**src/rtl/bootram_pkg.sv**
```systemverilog
// ----------------------------------------------------------------------------
// bootram_pkg
// Shared types and constants for the boot RAM controller.
//   - state_e       : bus-side FSM states (IDLE, ACK)
//   - BOOTRAM_BYTES : total RAM size in bytes (8 KiB)
//   - BOOTRAM_LANES : number of byte lanes making up one 32-bit word
//   - LANE_AW       : word address width of each 2K x 8 lane
//   - lane_onehot() : byte offset within a word -> lane write strobe
// ----------------------------------------------------------------------------
package bootram_pkg;

    localparam int BOOTRAM_BYTES = 8192;
    localparam int BOOTRAM_LANES = 4;
    localparam int LANE_AW       = 11;

    typedef enum logic {
        ST_IDLE = 1'b0,
        ST_ACK  = 1'b1
    } state_e;

    // Byte offset inside a 32-bit word selects exactly one lane.
    function automatic logic [BOOTRAM_LANES-1:0] lane_onehot(input logic [1:0] sel);
        return 4'b0001 << sel;
    endfunction

endpackage

```
**src/rtl/bootram_loader.sv**
```systemverilog
// ----------------------------------------------------------------------------
// bootram_loader
// Byte-stream loader for the boot RAM. Keeps a byte pointer that advances
// by one for each accepted byte, flags a wrap past the last byte, and turns
// the pointer into a lane word address plus a one-hot lane strobe.
//
// Ports:
//   clk, reset   : clock, asynchronous active-high reset
//   grant        : parent allows a loader write this cycle
//   ld_start     : pulse, clears pointer and wrap flag (no byte accepted)
//   ld_valid     : a loader byte is offered
//   ld_data      : the offered byte
//   ld_ready     : byte accepted this cycle (combinational)
//   ld_count     : current byte pointer
//   ld_wrap      : sticky, pointer wrapped from the last byte back to 0
//   wr_req       : a lane write is requested this cycle
//   wr_ad        : lane word address for the write
//   wr_wre       : one-hot lane write strobe
//   wr_din       : byte replicated onto all four lanes
// ----------------------------------------------------------------------------
module bootram_loader
    import bootram_pkg::*;
#(
    parameter int ADDR_W = 13
) (
    input  logic                     clk,
    input  logic                     reset,
    input  logic                     grant,
    input  logic                     ld_start,
    input  logic                     ld_valid,
    input  logic [7:0]               ld_data,
    output logic                     ld_ready,
    output logic [ADDR_W-1:0]        ld_count,
    output logic                     ld_wrap,
    output logic                     wr_req,
    output logic [LANE_AW-1:0]       wr_ad,
    output logic [BOOTRAM_LANES-1:0] wr_wre,
    output logic [31:0]              wr_din
);

    localparam logic [ADDR_W-1:0] PTR_LAST = {ADDR_W{1'b1}};

    logic [ADDR_W-1:0] ptr_q;
    logic [ADDR_W-1:0] ptr_d;
    logic              wrap_q;
    logic              wrap_d;
    logic              accept;

    // ld_start takes precedence: a byte offered in the same cycle is not
    // taken, so the first byte after a start always lands at address 0.
    assign accept   = ld_valid & grant & ~ld_start;
    assign ld_ready = accept;

    always_comb begin
        ptr_d  = ptr_q;
        wrap_d = wrap_q;
        if (ld_start) begin
            ptr_d  = '0;
            wrap_d = 1'b0;
        end else if (accept) begin
            ptr_d = ptr_q + 1'b1;
            if (ptr_q == PTR_LAST) begin
                wrap_d = 1'b1;
            end
        end
    end

    always_ff @(posedge clk or posedge reset) begin
        if (reset) begin
            ptr_q  <= '0;
            wrap_q <= 1'b0;
        end else begin
            ptr_q  <= ptr_d;
            wrap_q <= wrap_d;
        end
    end

    // The write targets the byte the pointer names before it advances.
    always_comb begin
        wr_req = accept;
        wr_ad  = LANE_AW'(ptr_q >> 2);
        wr_wre = accept ? lane_onehot(ptr_q[1:0]) : '0;
        wr_din = {BOOTRAM_LANES{ld_data}};
    end

    assign ld_count = ptr_q;
    assign ld_wrap  = wrap_q;

endmodule

```
**src/rtl/bootram_ctrl.sv**
```systemverilog
// ----------------------------------------------------------------------------
// bootram_ctrl
// Bus-side controller for the 8 KiB boot RAM made of four 2K x 8 byte lanes.
// Converts the PicoRV32 native slave handshake into lane strobes, covers the
// one-cycle lane read latency with an ACK state, and lets a byte-stream
// loader fill the RAM whenever the CPU is not using it.
//
// Ports:
//   clk, reset       : clock, asynchronous active-high reset
//   mem_s_*          : PicoRV32 native slave (valid/ready, addr, wdata,
//                      wstrb where 0 means read, rdata)
//   lock_set, lock   : sticky CPU write lock (cleared only by reset)
//   ld_*             : loader byte stream (start, valid/ready, data,
//                      byte pointer, wrap flag)
//   ram_*            : shared controls to the four lane instances
//                      (ce, oce, reset, word address, per-lane write
//                      enables, write data, read data)
// ----------------------------------------------------------------------------
module bootram_ctrl
    import bootram_pkg::*;
#(
    parameter int   ADDR_W     = 13,
    parameter logic LOCK_RESET = 1'b0
) (
    input  logic                     clk,
    input  logic                     reset,

    input  logic                     mem_s_valid,
    output logic                     mem_s_ready,
    input  logic [31:0]              mem_s_addr,
    input  logic [31:0]              mem_s_wdata,
    input  logic [3:0]               mem_s_wstrb,
    output logic [31:0]              mem_s_rdata,

    input  logic                     lock_set,
    output logic                     lock,

    input  logic                     ld_start,
    input  logic                     ld_valid,
    output logic                     ld_ready,
    input  logic [7:0]               ld_data,
    output logic [ADDR_W-1:0]        ld_count,
    output logic                     ld_wrap,

    output logic                     ram_ce,
    output logic                     ram_oce,
    output logic                     ram_reset,
    output logic [LANE_AW-1:0]       ram_ad,
    output logic [BOOTRAM_LANES-1:0] ram_wre,
    output logic [31:0]              ram_din,
    input  logic [31:0]              ram_dout
);

    state_e state_q;
    state_e state_d;
    logic   lock_q;
    logic   lock_d;

    logic   cpu_req;
    logic   ld_grant;

    logic                     ld_wr_req;
    logic [LANE_AW-1:0]       ld_wr_ad;
    logic [BOOTRAM_LANES-1:0] ld_wr_wre;
    logic [31:0]              ld_wr_din;

    // Address bits outside the decoded window are qualified upstream.
    logic unused_addr;
    assign unused_addr = ^{mem_s_addr[31:ADDR_W], mem_s_addr[1:0]};

    // While reset is held the state register sits in IDLE; gating with reset
    // keeps a request or byte presented during reset from reaching the lanes.
    assign cpu_req  = (state_q == ST_IDLE) & mem_s_valid & ~reset;
    assign ld_grant = (state_q == ST_IDLE) & ~mem_s_valid & ~ld_start & ~reset;

    bootram_loader #(
        .ADDR_W (ADDR_W)
    ) u_loader (
        .clk      (clk),
        .reset    (reset),
        .grant    (ld_grant),
        .ld_start (ld_start),
        .ld_valid (ld_valid),
        .ld_data  (ld_data),
        .ld_ready (ld_ready),
        .ld_count (ld_count),
        .ld_wrap  (ld_wrap),
        .wr_req   (ld_wr_req),
        .wr_ad    (ld_wr_ad),
        .wr_wre   (ld_wr_wre),
        .wr_din   (ld_wr_din)
    );

    // ------------------------------------------------------------------
    // State and lock registers
    // ------------------------------------------------------------------
    always_ff @(posedge clk or posedge reset) begin
        if (reset) begin
            state_q <= ST_IDLE;
            lock_q  <= LOCK_RESET;
        end else begin
            state_q <= state_d;
            lock_q  <= lock_d;
        end
    end

    assign lock_d = lock_q | lock_set;

    // ------------------------------------------------------------------
    // Next state and lane/bus outputs
    // ------------------------------------------------------------------
    always_comb begin
        state_d     = state_q;
        mem_s_ready = 1'b0;
        mem_s_rdata = '0;
        ram_ce      = 1'b0;
        ram_ad      = '0;
        ram_wre     = '0;
        ram_din     = '0;

        case (state_q)
            ST_IDLE: begin
                if (cpu_req) begin
                    // Lane captures address/data at the end of this cycle;
                    // read data is on ram_dout during ACK.
                    ram_ce  = 1'b1;
                    ram_ad  = LANE_AW'(mem_s_addr[ADDR_W-1:2]);
                    ram_din = mem_s_wdata;
                    ram_wre = mem_s_wstrb & {BOOTRAM_LANES{~lock_q}};
                    state_d = ST_ACK;
                end else if (ld_wr_req) begin
                    ram_ce  = 1'b1;
                    ram_ad  = ld_wr_ad;
                    ram_din = ld_wr_din;
                    ram_wre = ld_wr_wre;
                end
            end
            ST_ACK: begin
                // The CPU drops valid after seeing ready, so no request
                // is taken here; a new one is picked up back in IDLE.
                mem_s_ready = 1'b1;
                mem_s_rdata = ram_dout;
                state_d     = ST_IDLE;
            end
            default: begin
                state_d = ST_IDLE;
            end
        endcase
    end

    assign lock      = lock_q;
    assign ram_oce   = 1'b1;
    assign ram_reset = reset;

endmodule

```
**config.mk**
```make
export PLATFORM = sky130hd
export DESIGN_NAME = bootram_ctrl
export DESIGN_NICKNAME = d
export VERILOG_FILES = /design/src/rtl/bootram_pkg.sv /design/src/rtl/bootram_loader.sv /design/src/rtl/bootram_ctrl.sv
export SDC_FILE = /design/constraint.sdc
export NUM_CORES = 1
export LEC_CHECK = 0
export ABC_AREA = 1
export CAP_MARGIN = 20
export CORE_MARGIN = 8
export CORE_UTILIZATION = 29
export DETAILED_ROUTE_END_ITERATION = 7
export GPL_TIMING_DRIVEN = 0
export MAX_ROUTING_LAYER = met4
export PLACE_DENSITY = 0.95
export SYNTH_ARGS = -nofsm -noshare
export SYNTH_HDL_FRONTEND = slang
export SYNTH_SLANG_ARGS = --single-unit
```
**constraint.sdc**
```tcl
create_clock -name clk -period 2.6 [get_ports clk]
set_input_delay 0.78 -clock clk [delete_from_list [all_inputs] [get_ports clk]]
set_output_delay 0.78 -clock clk [all_outputs]
set_load 0.005 [all_outputs]
```
After elaboration in Yosys (flattened, before gate mapping)

Index checks and enable logic that the tools add are counted.

Muxes and demuxes: 21
Shifts and indexed selects: 1
Bitwise operators: 14
Add/subtract/negate cells: 1
Reductions and logical operators: 3
Equality and inequality tests: 1

Operators by type and width:

| operator                                                           | count |
|---|---|
| 32-bit two-way mux                                                 | 4 |
| 11-bit two-way mux                                                 | 3 |
| 13-bit two-way mux                                                 | 2 |
| 13-bit by 1-bit adder with 13-bit output (second input constant)   | 1 |
| 13-bit equality test (second input constant)                       | 1 |
| 4-bit two-way mux                                                  | 3 |
| 1-bit two-way mux                                                  | 8 |
| 1-bit bitwise AND                                                  | 7 |
| 1-bit NOT                                                          | 5 |
| 4-bit bitwise AND                                                  | 1 |
| 2-bit nonzero test                                                 | 2 |
| 1-bit by 2-bit << shifter with 4-bit output (first input constant) | 1 |
| 1-bit case mux with 2 select lines                                 | 1 |
| 2-bit AND reduction                                                | 1 |
| 1-bit OR                                                           | 1 |

Bits in registers: 16
Input port bits: 114
Output and inout bits: 99
Word-level logic and storage cells: 45

Depth between registers and ports, before layout

Gate-level depths: netlist (run 1).

Word-level depth: 9
Mapped depth: 9
Depth with buffers taken out: 8

Hierarchy

Synthesis (run 1) repeated with hierarchy kept, for this count alone.

Cell total of the unflattened synthesis: 413
Area, all modules: 2,374.8 um2

Modules (own cells, without submodules):

| module         | cells each | sequential area each (um2) | area an instance (um2) | instances |
|---|---|---|---|---|
| bootram_ctrl   | 256        | 50.0                       | 1,188.6                | 1 |
| bootram_loader | 157        | 350.3                      | 1,186.1                | 1 |

Worst setup path before layout (run 1)

OpenSTA, ideal clock, no wires.

Path kind: input port to output port
Start point: input reset
End point: output ram_din[14]
Required time: 1.820 ns
Setup slack: 0.374 ns
Cell stages on the path: 6
Path buffers: 1
Arrival: 1.446 ns
Cells stage by stage: nor2_4 > nand2_1 > inv_2 > buf_4 > a21oi_2 > nor2_1

Cells in the longest elaborated chain, start to end: 7
Elaborated cells between the ends (all ways): 8
Those cells by class: 3 x mux; 5 x bitwise

RTL lines:

| item                            | RTL line                               | RTL |
|---|---|---|
| start: declaration              | bootram_ctrl.sv:26                     | `input logic reset,` |
| 1-bit NOT *                     | bootram_ctrl.sv:73, bootram_ctrl.sv:74 |  |
| 1-bit bitwise AND               | bootram_ctrl.sv:74                     | `assign ld_grant = (state_q == ST_IDLE) & ~mem_s_valid & ~ld_start & ~reset;` |
| 1-bit bitwise AND (2 in series) | bootram_loader.sv:51                   | `assign accept = ld_valid & grant & ~ld_start;` |
| 32-bit two-way mux              | bootram_ctrl.sv:131                    | `end else if (ld_wr_req) begin` |
| 32-bit two-way mux *            | bootram_ctrl.sv:123                    | `if (cpu_req) begin` |
| 32-bit two-way mux *            | bootram_ctrl.sv:121                    | `case (state_q)` |
| end: declaration                | bootram_ctrl.sv:50                     | `output logic [31:0] ram_din,` |

Mark *: on every way between the ends. The rest lies on a longest branch, timed or not.

Worst setup path after layout (run 1)

Start point: input reset
End point: output ram_din[16]

Same word-level chain as after synthesis.

==> flow_metrics.tcl, run 1 <==
set metrics [dict create \
    worstSetupEndpointType "output port" \
    antenna_viol_nets_final 0 \
    synth.net_count 437 \
    final_layout_size_suffix_gt1_frac 0.239 \
    setup_viol 7 \
    wirelength_um 10700 \
    die-height_um 93.1 \
    synthAdderAreaFrac 0.0291 \
    firstDrtPassIters 6 \
    cts-htree-levels 1 \
    synth-simple-area-share 0.456 \
    numPlacedInstances 584 \
    synth_sequential_area_ratio 0.233 \
    first_global_vias 2984 \
    p_int_uw 640 \
    synth-compound-area-share 0.0988 \
    final.setup.tns_ns -0.120 \
    detail_route.drc_violations 0 \
    route.detailed.vias_per_inst 4.74 \
    netlist_top_cells_area "sky130_fd_sc_hd__dfrtp_1, sky130_fd_sc_hd__nor2_1, sky130_fd_sc_hd__nand2_1" \
    clk_root_buffer_cell "sky130_fd_sc_hd__clkbuf_8" \
    synth_top_cell_by_area "sky130_fd_sc_hd__dfrtp_1" \
    cts.reportedPaths.clkPinSlew_ns 0.07 \
    outcome "finished with violations" \
    power.switching_uw 275 \
    critPathRequiredTime_ns 1.82 \
    globalRouteOverflowTotal 0 \
    ys_seq_elements 16 \
    setup_repair_after_global_routing_missed_its_margin "yes" \
    layout_common_cells "sky130_fd_sc_hd__clkdlybuf4s50_1, sky130_fd_sc_hd__nor2_1, sky130_fd_sc_hd__nand2_1" \
    failed_checks "setup timing" \
    finalPower_uw 916 \
    final.setup_skew_ns 0.00152 \
    timing.slew.headroom 0.551 \
    floorplan.die_area_sq_mm 0.00866 \
    power_frac_clock 0.250 \
    cts_tree "yes" \
    ys_warn_count 0 \
    route.vias.total 2958 \
    period_minus_slack_ns 2.63 \
    gr-usage-all-layers 0.237 \
    antenna-diode-count 0 \
    cellLeakagePower_nw 2.32 \
    worst_slack_ns -0.0288 \
    core_area_sq_mm 0.00582 \
    powerDensity_mw_per_mm2 225 \
    syn_inst 319 \
    final-instance-count-excl-fill 624 \
    maxClockFrequency_mhz 380 \
    critical_path.max_fanout 5 \
    cts_max_path_bufs 2 \
    detailedPlace.worstSlack_ns -0.976 \
    cp.arrival_ns 1.85 \
    insertion_delay_ns 0.25 \
    seq_power_share 0.276 \
    number_of_pins_with_negative_max_slew_slack_in_the_final_report 0 \
    worst_pin_slew_ns 0.673 \
    max-vdd-ir-drop_v 0.000310 \
    report.final.hold_viol_count 0 \
    antenna_found_initial 0 \
    post_synth_xor_area_fraction 0 \
    placement_rows 28 \
    netlist_area_sq_mm 0.00172 \
    hp-class "register to register" \
    fp.dieW_um 93.1 \
    post_drt_wl_per_cell_um 17.1 \
    synth_area_per_cell_sq_um 5.40 \
    stdcell_area_sq_mm 0.00407 \
    area.growth.synth_to_final_pct 136 \
    critical_path_startpoint_category "primary input" \
    switching_share 0.301 \
    pwr-share-comb 0.474 \
    placement.io_buffers 190 \
    grt_first_pass_wirelength_um 16100 \
    dp_hpwl_um 8040 \
    number_of_buffers_inserted_during_clock_tree_synthesis 3 \
    synth_top_family_by_area "simple AND/OR/NAND/NOR gates" \
    total_cell_area_at_the_placement_stage_sq_mm 0.00372 \
    synth_cell_types 23 \
    design.portCount 213 \
    synth.area.mux_share 0 \
    mostFrequentLayoutCell "sky130_fd_sc_hd__clkdlybuf4s50_1" \
    routabilityCongestion 0.899 \
    cts_hold_buf 0 \
    nNetsFinal 668 \
    cts_sinks 16 \
    timing.setup.critical_path_class "primary input to output port" \
    share_of_the_synthesized_area_in_the_top_cell_type 0.233 \
    grt_start_max_net_pins 17 \
    timing.final.crit_share 1.01 \
    maxCapViolations 0 \
    dr.first_iter.drc_count 135 \
    initial_core_util 0.296 \
]
## cells by family (layout without fill, tap and decap cells)
logic type	count (synthesis)	count (layout)
other	1	1
AOI/OAI and AO/OA	28	28
DFF	16	16
and+or+nand+nor	196	196
adders and majority gates	4	4
buffers and inverters	74	304
## through the flow
stage          hold WS, ns  utilization
4_1_cts              0.517        0.682
3_3_place_gp         0.487        0.639
5_1_grt              0.527        0.699
3_5_place_dp         0.501        0.639
2_1_floorplan        0.488            -
6_report             0.506        0.699
## power groups by stage
stage               logic, mW  clock network, mW  registers (mW)
finish                  0.434              0.229           0.253
detailed placement      0.407                  0           0.257
global route            0.466              0.239           0.253
CTS                     0.417              0.228           0.253
global placement        0.397                  0           0.257
floorplan               0.107                  0           0.257
## sequential cells by signal (all words and copies together), names as in the netlist
register,flops
u_loader.ld_count,13
u_loader.ld_wrap,1
state_q,1
lock,1
## critical path, stage by stage
cell and delay, ns:
sky130_fd_sc_hd__buf_8 0.10, sky130_fd_sc_hd__nor2_4 0.13, sky130_fd_sc_hd__nand2_2 0.08, sky130_fd_sc_hd__nor2_4 0.11, sky130_fd_sc_hd__buf_6 0.15, sky130_fd_sc_hd__buf_6 0.11
sky130_fd_sc_hd__buf_6 0.09, sky130_fd_sc_hd__a21oi_4 0.07, sky130_fd_sc_hd__nor2_1 0.10, sky130_fd_sc_hd__buf_2 0.13
## path summary, 6_finish.rpt
kind	from	to	slack, ns	cells past startpoint
worst max-delay path	reset	ram_din[16]	-0.03	10
worst min-delay path	lock	lock	0.51	1
worst max register to register	state_q	u_loader.ld_count[11]	0.86	12
worst min register to register	lock	lock	0.51	1
max in group asynchronous	reset	u_loader.ld_count[8]	1.42	3
min in group asynchronous	reset	state_q	0.75	3
## layout make-up
cell class,instances,area (sq um)
multi-input combinational,229,1160
buffer,16,138
timing repair buffer,226,1990
fill,456,1750
sequential,16,400
clock buffer,4,55.1
tap,75,93.8
inverter,58,225
## Yosys cell counts (all sizes together)
cell and instances:
nor2 88, nand2 84, inv 58, dfrtp 16, nand3 16, a21oi 12
o21ai 12, buf 9, clkbuf 7, nand4 6, a22o 4, ha 4
conb 1, nor3 1, or2 1
## metal layers
| metal | up-vias | GRT usage | share of wire |
|---|---|---|---|
| li1 | 1414 | - | - |
| met1 | 1329 | 0.241 | 0.35 |
| met2 | 181 | 0.439 | 0.52 |
| met3 | 34 | 0.0537 | 0.092 |
| met4 | 0 | 0.0752 | 0.032 |
| met5 | - | - | 0 |
## timing repair
| action | in CTS | in global routing |
|---|---|---|
| buffers inserted | 33 | 2 |
| gates resized for setup | 282 | 28 |
| endpoints found under the setup margin | 82 | 49 |
| pin swaps | 14 | 12 |
| cloned | 0 | 1 |
Note: power is estimated with default switching activity, not from simulation.
==> inputs of run 2 (changes only) <==
Settings changed: CAP_MARGIN 20 to unset, CTS_BUF_LIST set to sky130_fd_sc_hd__clkbuf_2 sky130_fd_sc_hd__clkbuf_4 sky130_fd_sc_hd__clkbuf_8.
==> results of run 2 <==
No change in the layout: final DEF, timing and power equal those of run 1.
==> inputs of run 3 (changes only) <==
Settings changed: SKIP_CTS_REPAIR_TIMING set to 1.
==> flow_metrics.tcl, run 3 (same netlist as run 1, synthesis figures left out) <==
set metrics [dict create \
    floorplan.die_area_sq_mm 0.00866 \
    failed_checks "setup timing" \
    critical_path_startpoint_category "primary input" \
    final.setup_skew_ns 0.00319 \
    timing.final.crit_share 1.01 \
    hp-class "register to register" \
    placement_rows 28 \
    setup_viol 9 \
    dr.first_iter.drc_count 120 \
    report.final.hold_viol_count 0 \
    gr-usage-all-layers 0.214 \
    finalPower_uw 903 \
    cts_max_path_bufs 2 \
    filler_cell_count 444 \
    cts.reportedPaths.clkPinSlew_ns 0.07 \
    route.vias.total 2809 \
    cp.arrival_ns 1.84 \
    antenna-diode-count 0 \
    cts-htree-levels 1 \
    core_area_sq_mm 0.00582 \
    design.portCount 213 \
    mostFrequentLayoutCell "sky130_fd_sc_hd__clkdlybuf4s50_1" \
    maxClockFrequency_mhz 382 \
    outcome "finished with violations" \
    placement.io_buffers 190 \
    route.detailed.vias_per_inst 4.64 \
    critPathRequiredTime_ns 1.82 \
    post_drt_wl_per_cell_um 16.9 \
    insertion_delay_ns 0.26 \
    worst_pin_slew_ns 0.660 \
    nNetsFinal 649 \
    dp_hpwl_um 8040 \
    powerDensity_mw_per_mm2 222 \
    largest_register_ffs 13 \
    routabilityCongestion 0.899 \
    setup.reg_to_reg.worst_slack_ns 1.02 \
    critical_path.max_fanout 4 \
    worstSetupEndpointType "output port" \
    antenna_found_initial 0 \
    worstHoldPathCells 1 \
    grt_first_pass_wirelength_um 14500 \
    initial_core_util 0.296 \
    die-height_um 93.1 \
    worst_slack_ns -0.0183 \
    globalRouteOverflowTotal 0 \
    final_layout_size_suffix_gt1_frac 0.175 \
    area.growth.synth_to_final_pct 136 \
    max-vdd-ir-drop_v 0.000316 \
    timing.setup.critical_path_class "primary input to output port" \
    first_global_vias 2735 \
    setup_repair_after_global_routing_missed_its_margin "yes" \
    ff2ff_path_depth 11 \
    layout_common_cells "sky130_fd_sc_hd__clkdlybuf4s50_1, sky130_fd_sc_hd__nand2_1, sky130_fd_sc_hd__nor2_1" \
    firstDrtPassIters 4 \
    number_of_pins_with_negative_max_slew_slack_in_the_final_report 0 \
    period_minus_slack_ns 2.62 \
    fp.dieW_um 93.1 \
    cellLeakagePower_nw 2.87 \
    timing.slew.headroom 0.559 \
    wirelength_um 10200 \
    clk_root_buffer_cell "sky130_fd_sc_hd__clkbuf_8" \
    cts_sinks 16 \
    maxCapViolations 0 \
    number_of_buffers_inserted_during_clock_tree_synthesis 3 \
    antenna_viol_nets_final 0 \
    grt_start_max_net_pins 17 \
    final.setup.tns_ns -0.0799 \
    cts_tree "yes" \
    detail_route.drc_violations 0 \
]
## run 3: worst max-delay path: stages
cell                      delay (ns)
sky130_fd_sc_hd__buf_8          0.10
sky130_fd_sc_hd__nor2_4         0.12
sky130_fd_sc_hd__nand2_2        0.08
sky130_fd_sc_hd__nor2_4         0.15
sky130_fd_sc_hd__buf_6          0.12
sky130_fd_sc_hd__buf_6          0.11
sky130_fd_sc_hd__buf_6          0.10
sky130_fd_sc_hd__a21oi_4        0.06
sky130_fd_sc_hd__nor2_1         0.09
sky130_fd_sc_hd__buf_2          0.12
## run 3: metal layers
layer	GRT usage	part of all wire	wire length (um)	vias to the layer above
li1	-	-	-	1370
met1	0.213	0.37	3820	1257
met2	0.406	0.53	5470	166
met3	0.0465	0.075	767	16
met4	0.0591	0.018	185	0
met5	-	0	0	-
## run 3: per-stage QoR
| stage | cells | setup WS [ns] | hold slack [ns] | instance area (sq um) | util |
|---|---|---|---|---|---|
| final | 605 | -0.0183 | 0.502 | 4070 | 0.700 |
| after CTS | 588 | -0.976 | 0.517 | 3770 | 0.649 |
| after detailed placement | 584 | -0.976 | 0.501 | 3720 | 0.639 |
| after global placement | 584 | -0.912 | 0.487 | 3720 | 0.639 |
| after global routing | 605 | -0.0876 | 0.527 | 4070 | 0.700 |
| after floorplan | 319 | 0.374 | 0.488 | 1720 | - |
## run 3: final cells by class
class | count | area, sq um | share of cell area
Timing Repair Buffer | 207 | 2030 | 0.499
Tap cell | 75 | 93.8 | 0.0231
Buffer | 16 | 139 | 0.0341
Multi-Input combinational cell | 229 | 1130 | 0.277
Inverter | 58 | 225 | 0.0554
Sequential cell | 16 | 400 | 0.0984
Clock buffer | 4 | 55.1 | 0.0135
## run 3: final timing paths
| path | endpoint | startpoint |
|---|---|---|
| worst max register to register | u_loader.ld_count[10] | state_q |
| worst min register to register | lock | lock |
| min in group asynchronous | state_q | reset |
| worst max-delay path | ram_din[13] | reset |
| worst min-delay path | lock | lock |
| max in group asynchronous | u_loader.ld_count[5] | reset |
## run 3: report_power, final
part | switching (mW) | internal [mW]
sequential | 0.00220 | 0.251
clock | 0.0985 | 0.135
combinational | 0.169 | 0.248
total | 0.269 | 0.633
